<file path="src/rtl/data_mem_arbiter_pkg.sv">
// ---------------------------------------------------------------------------
// data_mem_arbiter_pkg
// Shared types for the data-blockram arbiter:
//   arb_state_e : sequencer state (ARB, B_BURST)
//   owner_e     : which requester a read belongs to (OWN_A, OWN_B)
//   rd_tag_t    : registered read tag {valid, owner}
//   cnt_width() : width of a counter that must hold 0..max_val
// ---------------------------------------------------------------------------
package data_mem_arbiter_pkg;

  typedef enum logic {
    ARB     = 1'b0,
    B_BURST = 1'b1
  } arb_state_e;

  typedef enum logic {
    OWN_A = 1'b0,
    OWN_B = 1'b1
  } owner_e;

  typedef struct packed {
    logic   valid;
    owner_e owner;
  } rd_tag_t;

  function automatic int cnt_width(input int max_val);
    return (max_val < 2) ? 1 : $clog2(max_val + 1);
  endfunction

endpackage

</file>
<file path="src/rtl/data_mem_arbiter_if.sv">
// ---------------------------------------------------------------------------
// data_mem_arbiter_if
// Bundles both requester ports and the blockram port of the arbiter.
//   a_* : CPU data path (req/we/addr/wdata in, gnt/rvalid/rdata out)
//   b_* : bulk engine, same as A plus b_lock to hold the port
//   mem_* : single-port blockram (read data arrives one cycle after address)
// Modports:
//   slave  : the arbiter side
//   master : requesters plus blockram (testbench / surrounding fabric)
// ---------------------------------------------------------------------------
interface data_mem_arbiter_if #(
  parameter int ADDR_W = 16,
  parameter int DATA_W = 16
);

  logic              a_req;
  logic              a_we;
  logic [ADDR_W-1:0] a_addr;
  logic [DATA_W-1:0] a_wdata;
  logic              a_gnt;
  logic              a_rvalid;
  logic [DATA_W-1:0] a_rdata;

  logic              b_req;
  logic              b_we;
  logic [ADDR_W-1:0] b_addr;
  logic [DATA_W-1:0] b_wdata;
  logic              b_lock;
  logic              b_gnt;
  logic              b_rvalid;
  logic [DATA_W-1:0] b_rdata;

  logic [ADDR_W-1:0] mem_addr;
  logic [DATA_W-1:0] mem_wdata;
  logic              mem_we;
  logic [DATA_W-1:0] mem_rdata;

  modport slave (
    input  a_req, a_we, a_addr, a_wdata,
    output a_gnt, a_rvalid, a_rdata,
    input  b_req, b_we, b_addr, b_wdata, b_lock,
    output b_gnt, b_rvalid, b_rdata,
    output mem_addr, mem_wdata, mem_we,
    input  mem_rdata
  );

  modport master (
    output a_req, a_we, a_addr, a_wdata,
    input  a_gnt, a_rvalid, a_rdata,
    output b_req, b_we, b_addr, b_wdata, b_lock,
    input  b_gnt, b_rvalid, b_rdata,
    input  mem_addr, mem_wdata, mem_we,
    output mem_rdata
  );

endinterface

</file>
<file path="src/rtl/data_mem_arbiter.sv">
// ---------------------------------------------------------------------------
// data_mem_arbiter
// Arbitrates the single data-blockram port between requester A (CPU data
// path) and requester B (bulk engine), tags reads so the one-cycle-late
// blockram data is flagged for the right owner, bounds how long A may starve
// B, and lets B hold the port for short locked bursts.
//
// Ports:
//   clk    : system clock, rising edge
//   rst_n  : asynchronous active-low reset
//   bus    : data_mem_arbiter_if.slave (A, B and blockram signals)
//
// state   | meaning
// --------+---------------------------------------------------------------
// ARB     | normal arbitration; B only beats a waiting A when starved
// B_BURST | B holds the port while it keeps requesting, up to B_MAX_BURST
// ---------------------------------------------------------------------------
module data_mem_arbiter
  import data_mem_arbiter_pkg::*;
#(
  parameter int ADDR_W       = 16,
  parameter int DATA_W       = 16,
  parameter int STARVE_LIMIT = 4,
  parameter int B_MAX_BURST  = 8
) (
  input logic                clk,
  input logic                rst_n,
  data_mem_arbiter_if.slave  bus
);

  localparam int SW = cnt_width(STARVE_LIMIT);
  localparam int BW = cnt_width(B_MAX_BURST);

  arb_state_e   state_q, state_d;
  logic [SW-1:0] starve_q, starve_d;
  logic [BW-1:0] burst_q, burst_d;
  logic          force_a_q, force_a_d;
  rd_tag_t       tag_q, tag_d;

  logic          gnt_a, gnt_b;
  logic          starve_full;
  logic [BW-1:0] burst_inc;
  logic          burst_full;

  assign starve_full = (starve_q == SW'(STARVE_LIMIT));
  assign burst_inc   = burst_q + 1'b1;
  assign burst_full  = (burst_inc == BW'(B_MAX_BURST));

  // Grants are combinational; they are held off while reset is asserted so
  // nothing reaches the blockram during reset even with requests pending.
  always_comb begin
    gnt_a = 1'b0;
    gnt_b = 1'b0;
    if (rst_n) begin
      if (state_q == B_BURST) begin
        gnt_b = bus.b_req;
      end else begin
        // force_a_q gives A the first cycle after a full burst
        gnt_b = bus.b_req && (!bus.a_req || (starve_full && !force_a_q));
        gnt_a = bus.a_req && !gnt_b;
      end
    end
  end

  always_comb begin
    bus.mem_addr  = '0;
    bus.mem_wdata = '0;
    bus.mem_we    = 1'b0;
    if (gnt_a) begin
      bus.mem_addr  = bus.a_addr;
      bus.mem_wdata = bus.a_wdata;
      bus.mem_we    = bus.a_we;
    end else if (gnt_b) begin
      bus.mem_addr  = bus.b_addr;
      bus.mem_wdata = bus.b_wdata;
      bus.mem_we    = bus.b_we;
    end
  end

  always_comb begin
    state_d   = state_q;
    burst_d   = burst_q;
    force_a_d = 1'b0;
    case (state_q)
      ARB: begin
        if (gnt_b && bus.b_lock && (B_MAX_BURST > 1)) begin
          state_d = B_BURST;
          burst_d = BW'(1);
        end
      end
      B_BURST: begin
        if (!gnt_b) begin
          state_d = ARB;
          burst_d = '0;
        end else if (burst_full || !bus.b_lock) begin
          state_d   = ARB;
          burst_d   = '0;
          force_a_d = burst_full;
        end else begin
          burst_d = burst_inc;
        end
      end
      default: begin
        state_d = ARB;
        burst_d = '0;
      end
    endcase
  end

  always_comb begin
    starve_d = starve_q;
    if (gnt_b || !bus.b_req) begin
      starve_d = '0;
    end else if (gnt_a && !starve_full) begin
      starve_d = starve_q + 1'b1;
    end
  end

  always_comb begin
    tag_d.valid = (gnt_a && !bus.a_we) || (gnt_b && !bus.b_we);
    tag_d.owner = gnt_b ? OWN_B : OWN_A;
  end

  always_ff @(posedge clk or negedge rst_n) begin
    if (!rst_n) begin
      state_q   <= ARB;
      starve_q  <= '0;
      burst_q   <= '0;
      force_a_q <= 1'b0;
      tag_q     <= '{valid: 1'b0, owner: OWN_A};
    end else begin
      state_q   <= state_d;
      starve_q  <= starve_d;
      burst_q   <= burst_d;
      force_a_q <= force_a_d;
      tag_q     <= tag_d;
    end
  end

  assign bus.a_gnt    = gnt_a;
  assign bus.b_gnt    = gnt_b;
  assign bus.a_rvalid = tag_q.valid && (tag_q.owner == OWN_A);
  assign bus.b_rvalid = tag_q.valid && (tag_q.owner == OWN_B);
  assign bus.a_rdata  = bus.mem_rdata;
  assign bus.b_rdata  = bus.mem_rdata;

endmodule

</file>
<file path="src/flat_wrapper.sv">
// flat-port wrapper written by rule: the top's interface ports become plain ports
module data_mem_arbiter_flat import data_mem_arbiter_pkg::*;
#(
  parameter int ADDR_W       = 16,
  parameter int DATA_W       = 16,
  parameter int STARVE_LIMIT = 4,
  parameter int B_MAX_BURST  = 8
)
  (clk, rst_n, bus_a_req, bus_a_we, bus_a_addr, bus_a_wdata, bus_a_gnt, bus_a_rvalid, bus_a_rdata, bus_b_req, bus_b_we, bus_b_addr, bus_b_wdata, bus_b_lock, bus_b_gnt, bus_b_rvalid, bus_b_rdata, bus_mem_addr, bus_mem_wdata, bus_mem_we, bus_mem_rdata);
  data_mem_arbiter_if #(.ADDR_W(ADDR_W), .DATA_W(DATA_W)) bus_i ();
  input logic clk;
  input logic rst_n;
  input wire logic [$bits(bus_i.a_req)-1:0] bus_a_req;
  input wire logic [$bits(bus_i.a_we)-1:0] bus_a_we;
  input wire logic [$bits(bus_i.a_addr)-1:0] bus_a_addr;
  input wire logic [$bits(bus_i.a_wdata)-1:0] bus_a_wdata;
  output wire logic [$bits(bus_i.a_gnt)-1:0] bus_a_gnt;
  output wire logic [$bits(bus_i.a_rvalid)-1:0] bus_a_rvalid;
  output wire logic [$bits(bus_i.a_rdata)-1:0] bus_a_rdata;
  input wire logic [$bits(bus_i.b_req)-1:0] bus_b_req;
  input wire logic [$bits(bus_i.b_we)-1:0] bus_b_we;
  input wire logic [$bits(bus_i.b_addr)-1:0] bus_b_addr;
  input wire logic [$bits(bus_i.b_wdata)-1:0] bus_b_wdata;
  input wire logic [$bits(bus_i.b_lock)-1:0] bus_b_lock;
  output wire logic [$bits(bus_i.b_gnt)-1:0] bus_b_gnt;
  output wire logic [$bits(bus_i.b_rvalid)-1:0] bus_b_rvalid;
  output wire logic [$bits(bus_i.b_rdata)-1:0] bus_b_rdata;
  output wire logic [$bits(bus_i.mem_addr)-1:0] bus_mem_addr;
  output wire logic [$bits(bus_i.mem_wdata)-1:0] bus_mem_wdata;
  output wire logic [$bits(bus_i.mem_we)-1:0] bus_mem_we;
  input wire logic [$bits(bus_i.mem_rdata)-1:0] bus_mem_rdata;
  assign bus_i.a_req = bus_a_req;
  assign bus_i.a_we = bus_a_we;
  assign bus_i.a_addr = bus_a_addr;
  assign bus_i.a_wdata = bus_a_wdata;
  assign bus_a_gnt = bus_i.a_gnt;
  assign bus_a_rvalid = bus_i.a_rvalid;
  assign bus_a_rdata = bus_i.a_rdata;
  assign bus_i.b_req = bus_b_req;
  assign bus_i.b_we = bus_b_we;
  assign bus_i.b_addr = bus_b_addr;
  assign bus_i.b_wdata = bus_b_wdata;
  assign bus_i.b_lock = bus_b_lock;
  assign bus_b_gnt = bus_i.b_gnt;
  assign bus_b_rvalid = bus_i.b_rvalid;
  assign bus_b_rdata = bus_i.b_rdata;
  assign bus_mem_addr = bus_i.mem_addr;
  assign bus_mem_wdata = bus_i.mem_wdata;
  assign bus_mem_we = bus_i.mem_we;
  assign bus_i.mem_rdata = bus_mem_rdata;
  data_mem_arbiter #(.ADDR_W(ADDR_W), .DATA_W(DATA_W), .STARVE_LIMIT(STARVE_LIMIT), .B_MAX_BURST(B_MAX_BURST)) u_core (.clk(clk), .rst_n(rst_n), .bus(bus_i));
endmodule
</file>
<file path="config.mk">
export PLATFORM = sky130hd
export DESIGN_NAME = data_mem_arbiter_flat
export DESIGN_NICKNAME = d
export VERILOG_FILES = /design/src/rtl/data_mem_arbiter_pkg.sv /design/src/rtl/data_mem_arbiter_if.sv /design/src/rtl/data_mem_arbiter.sv /design/src/flat_wrapper.sv
export SDC_FILE = /design/constraint.sdc
export NUM_CORES = 1
export LEC_CHECK = 0
export CAP_MARGIN = 10
export CELL_PAD_IN_SITES_DETAIL_PLACEMENT = 2
export CELL_PAD_IN_SITES_GLOBAL_PLACEMENT = 2
export CORE_ASPECT_RATIO = 0.5
export CORE_UTILIZATION = 12
export CTS_CLUSTER_DIAMETER = 50
export DETAILED_ROUTE_END_ITERATION = 8
export GPL_TIMING_DRIVEN = 0
export HOLD_SLACK_MARGIN = 0.1
export PLACE_DENSITY = 0.81
export SYNTH_ARGS = -nofsm -noshare
export SYNTH_HDL_FRONTEND = slang
export SYNTH_SLANG_ARGS = --single-unit
</file>
<file path="constraint.sdc">
create_clock -name clk -period 2.9 [get_ports clk]
set_input_delay 0.58 -clock clk [delete_from_list [all_inputs] [get_ports clk]]
set_output_delay 0.58 -clock clk [all_outputs]
set_load 0.1 [all_outputs]
</file>
# Word-level counts from Yosys, hierarchy flattened

Index checks and enable logic that the tools add are counted.

Add/sub/neg operators: 2
Multiply operators: 0
Div/mod/pow operators: 0
Magnitude comparators: 0
Equal/unequal tests: 3
Shift-type cells: 0
Multiplexer cells: 24
Bitwise logic cells: 2
Reduce and logical (&&, ||, !) cells: 22

Operators by type and width:

| kind                                                                    | number |
|---|---|
| 16-bit two-way mux                                                      | 4 |
| 1-bit two-way mux                                                       | 13 |
| 4-bit two-way mux                                                       | 3 |
| 1-bit logical AND                                                       | 9 |
| 1-bit zero test                                                         | 8 |
| 4-bit case mux with 2 select lines                                      | 1 |
| 3-bit two-way mux                                                       | 2 |
| 4-bit by 1-bit adder with 4-bit output, second input constant           | 1 |
| 4-bit equality test, second input constant                              | 1 |
| 1-bit logical OR                                                        | 4 |
| 3-bit by 1-bit adder with 3-bit output, second input constant           | 1 |
| 3-bit equality test, second input constant                              | 1 |
| 2-bit by 1-bit inequality test with 1-bit output, second input constant | 1 |
| 1-bit NOT                                                               | 2 |
| 1-bit case mux with 2 select lines                                      | 1 |
| 2-bit nonzero test                                                      | 1 |

Register bits: 11
Latch bits: 0
Bits in writable memories: 0
Memory bits (read-only): 0
Bits of input ports: 87
Logic and storage cells: 59
Memories: 0

# Logic depth before layout (Yosys ltp)

Word-level depth: 11
Mapped depth: 8
Depth with buffers taken out: 6

# Least setup slack after synthesis

No wires, ideal clock.

Path type: flip-flop to output port
Start: register u_core.starve_q[0]
End: output bus_mem_addr[10]
Arrival time: 2193 ps
Required time: 2320 ps
Path slack: 127 ps
Cell stages (with the launch flop): 7
Path buffers: 1
Cells stage by stage: dfrtp_1 > inv_1 > ha_1 > and3b_4 > a21oi_4 > buf_4 > a22o_1

Cells in the longest elaborated chain, start to end: 9
Elaborated cells between the ends (all ways): 12

RTL lines:

| what                   | RTL line                | text |
|---|---|---|
| from (decl)            | data_mem_arbiter.sv:35  | `logic [SW-1:0] starve_q, starve_d;` |
| from (signal assigned) | data_mem_arbiter.sv:133 | `starve_q <= starve_d;` |
| 3-bit equality test    | data_mem_arbiter.sv:45  | `assign starve_full = (starve_q == SW'(STARVE_LIMIT));` |
| 1-bit logical AND      | data_mem_arbiter.sv:59  | `gnt_b = bus.b_req && (!bus.a_req \|\| (starve_full && !force_a_q));` |
| 1-bit logical OR       | data_mem_arbiter.sv:59  |  |
| 1-bit logical AND      | data_mem_arbiter.sv:59  |  |
| 1-bit zero test        | data_mem_arbiter.sv:60  | `gnt_a = bus.a_req && !gnt_b;` |
| 1-bit logical AND      | data_mem_arbiter.sv:60  |  |
| 1-bit two-way mux      | data_mem_arbiter.sv:55  | `if (state_q == B_BURST) begin` |
| 1-bit two-way mux      | data_mem_arbiter.sv:54  | `if (rst_n) begin` |
| via bus_a_gnt          | flat_wrapper.sv:17      | `output wire logic [$bits(bus_i.a_gnt)-1:0] bus_a_gnt;` |
| 16-bit two-way mux     | data_mem_arbiter.sv:69  | `if (gnt_a) begin` |
| to (decl)              | flat_wrapper.sv:28      | `output wire logic [$bits(bus_i.mem_addr)-1:0] bus_mem_addr;` |

The timed path passes the listed nets, and every way through them passes these cells.

# Final worst setup path

Start: input bus_a_req
End: output bus_mem_addr[3]

Cells in the longest elaborated chain, start to end: 8
Elaborated cells between the ends (all ways): 11

RTL lines:

| what                 | RTL line               | text |
|---|---|---|
| from (decl)          | flat_wrapper.sv:13     | `input wire logic [$bits(bus_i.a_req)-1:0] bus_a_req;` |
| 1-bit zero test      | data_mem_arbiter.sv:59 |  |
| 1-bit logical OR     | data_mem_arbiter.sv:59 |  |
| 1-bit logical AND    | data_mem_arbiter.sv:59 |  |
| 1-bit zero test      | data_mem_arbiter.sv:60 |  |
| 1-bit logical AND    | data_mem_arbiter.sv:60 |  |
| 1-bit two-way mux    | data_mem_arbiter.sv:55 |  |
| 1-bit two-way mux    | data_mem_arbiter.sv:54 |  |
| 16-bit two-way mux * | data_mem_arbiter.sv:69 |  |

Every way passes the cells marked *; elsewhere a longest branch is shown, timed or not.

==> flow_metrics.env <==
export IMPL_end_kind="primary output"
export IMPL_stdcell_count=414
export IMPL_synthesis_area_sq_um=1220
export IMPL_vdd_drop_max_mv=0.165
export IMPL_outcome="finished clean"
export IMPL_dp_slack_ns=-1.34
export IMPL_fp_dieH_microns=73.2
export IMPL_p_switching_mw=0.570
export IMPL_swShare=0.500
export IMPL_cp_max_fo=10
export IMPL_cap_violations=0
export IMPL_io_buffers=139
export IMPL_cp_start_kind="primary input"
export IMPL_grt_pass1_wl_mm=8.71
export IMPL_layout_setup_ws_ns=0.0478
export IMPL_place_gp_congestion=0.683
export IMPL_drt_iter0_drc=19
export IMPL_cts_num_sinks=11
export IMPL_yosysSeqAreaShare=0.226
export IMPL_yosysWarnings=0
export IMPL_grt_max_degree=16
export IMPL_grt_pass1_vias=1720
export IMPL_ys_types=29
export IMPL_first_pass_iters=3
export IMPL_internal_power_mw=0.571
export IMPL_drt_wirelength_per_cell_microns=15.0
export IMPL_setup_viol=0
export IMPL_p_clk_frac=0.218
export IMPL_critPathRequiredTime_ns=2.32
export IMPL_track_usage=0.107
export IMPL_fin_crit_sh=0.984
export IMPL_synth_nets=224
export IMPL_timing_fmax_mhz=351
export IMPL_share_comb_of_total_power=0.634
export IMPL_synth_edf_count=0
export IMPL_fill_cells=1105
export IMPL_num_vias=1577
export IMPL_n_antenna_cell=0
export IMPL_cts_clk_slew_worst_paths_ns=0.04
export IMPL_ys_flop_type="dfrtp_1"
export IMPL_ctsHtreeMaxLevel=1
export IMPL_ant_nets=0
export IMPL_synthCells=133
export IMPL_hp_class="primary input to asynchronous set/reset pin"
export IMPL_vias_per_cell=3.81
export IMPL_tritoncts="yes"
export IMPL_worst_pin_slew_ns=0.986
export IMPL_p_leak_nw=1.27
export IMPL_drive_gt1_frac=0.305
export IMPL_mostFrequentLayoutCells="clkdlybuf4s50_1, buf_4, a22o_1"
export IMPL_async_flop_share=1.00
export IMPL_share_seq_of_total_power=0.147
export IMPL_antenna_found_initial=0
export IMPL_die_w_microns=144
export IMPL_crit_type="primary input to primary output"
export IMPL_nets=371
export IMPL_cts_root_buf="clkbuf_16"
export IMPL_cellPowerDensity_nw_per_um2=408
export IMPL_io_pins=156
export IMPL_numCtsBuffers=3
export IMPL_slew_violations=0
export IMPL_finalSetupTns_ns=0
export IMPL_cts_path_max_buffers=2
export IMPL_layout_commonest_cell="clkdlybuf4s50_1"
export IMPL_syn_to_final_growth_pct=130
export IMPL_worst_slew_margin_rel=0.341
export IMPL_placed_cells=407
export IMPL_total_power_mw=1.14
export IMPL_cp_arrival_ns=2.27
export IMPL_start_util=0.126
export IMPL_timing_final_hold_violations=0
export IMPL_ys_seq_elements=11
export IMPL_overflow=0
export IMPL_skew_ns=0.000640
export IMPL_syn_avg_cell_area_sq_um=9.14
export IMPL_wl_mm=6.22
export IMPL_insertion_delay_ns=0.23
export IMPL_num_rows=25
export IMPL_finalCriticalPeriod_ns=2.85
export IMPL_drc=0
export IMPL_dp_hpwl_mm=5.45
export IMPL_core_sq_um=9630
export IMPL_dieArea_sq_um=10600
export IMPL_holdWs_ns=0.351
Yosys cell counts, types with 3 or more instances:
library cell | number | area (sq um)
nand2_1 | 5 | 18.8
nand3_1 | 5 | 25.0
buf_6 | 4 | 45.0
a22o_1 | 33 | 289
a21oi_1 | 3 | 15.0
inv_1 | 5 | 18.8
dfrtp_1 | 11 | 275
ha_1 | 4 | 50.1
buf_4 | 33 | 248
buf_2 | 3 | 15.0
logic make-up after synthesis:
family	count (synthesis)	synth area share
buffers and inverters	45	0.269
and+or+nand+nor	22	0.113
muxes	2	0.0165
xor gates and xnor gates	4	0.0288
DFF	11	0.226
adders and majority gates	4	0.0412
AOI/OAI and AO/OA	45	0.306
final timing paths:
check / from / endpoint / slack, ns / cells past startpoint
max: bus_a_req / bus_mem_addr[3] / 0.05 / 7
min: rst_n / u_core.burst_q[0] / 0.35 / 1
max reg2reg: u_core.starve_q[0] / u_core.force_a_q / 1.24 / 7
min reg2reg: u_core.starve_q[1] / u_core.starve_q[1] / 0.57 / 2
max in group asynchronous: rst_n / u_core.tag_q[0] / 2.27 / 1
min in group clk: u_core.starve_q[1] / u_core.starve_q[1] / 0.57 / 2
flip-flops by register name, indices dropped and copies added (netlist names):
name,count
u_core.force_a_q,1
u_core.tag_q,2
u_core.burst_q,4
u_core.state_q,1
u_core.starve_q,3
per-stage QoR:
step	instance area, sq um	utilization
finish	2800	0.290
global placement	2780	0.288
detailed placement	2780	0.288
global route	2800	0.290
floorplan	1220	-
CTS	2760	0.287
timing repair:
action | CTS | global route
setup endpoints to repair | 35 | 12
gates cloned | 0 | 0
hold buffers | 0 | 0
gates resized for setup | 206 | 4
buffers inserted | 0 | 3
critical path, stage by stage:
cell,delay (ns)
clkdlybuf4s50_1,0.55
nand2b_1,0.12
o211a_1,0.24
buf_6,0.14
buf_6,0.14
a22o_1,0.25
buf_4,0.24
power by group through the flow:
| stage | clock network (mW) | logic, mW | registers (mW) |
|---|---|---|---|
| 2_1_floorplan | 0 | 0.507 | 0.168 |
| 3_3_place_gp | 0 | 0.722 | 0.169 |
| 3_5_place_dp | 0 | 0.736 | 0.170 |
| 4_1_cts | 0.255 | 0.725 | 0.168 |
| 5_1_grt | 0.267 | 0.747 | 0.169 |
| 6_report | 0.249 | 0.724 | 0.168 |
final cells by class:
type | count | area [sq um] | area share
repair buffers | 142 | 1330 | 0.474
multi-input cells | 77 | 614 | 0.220
plain buffers | 40 | 313 | 0.112
flip-flops and latches | 11 | 275 | 0.0985
well taps | 135 | 169 | 0.0604
clock buffers | 4 | 78.8 | 0.0282
inverters | 5 | 18.8 | 0.00671
per-layer routing:
metal	vias to the layer above	global-route usage	share of wire
li1	749	-	-
met1	747	0.115	0.37
met2	70	0.215	0.54
met3	11	0.0177	0.065
met4	0	0.0351	0.020
met5	-	0	0
Note: power is estimated with default switching activity, not from simulation.
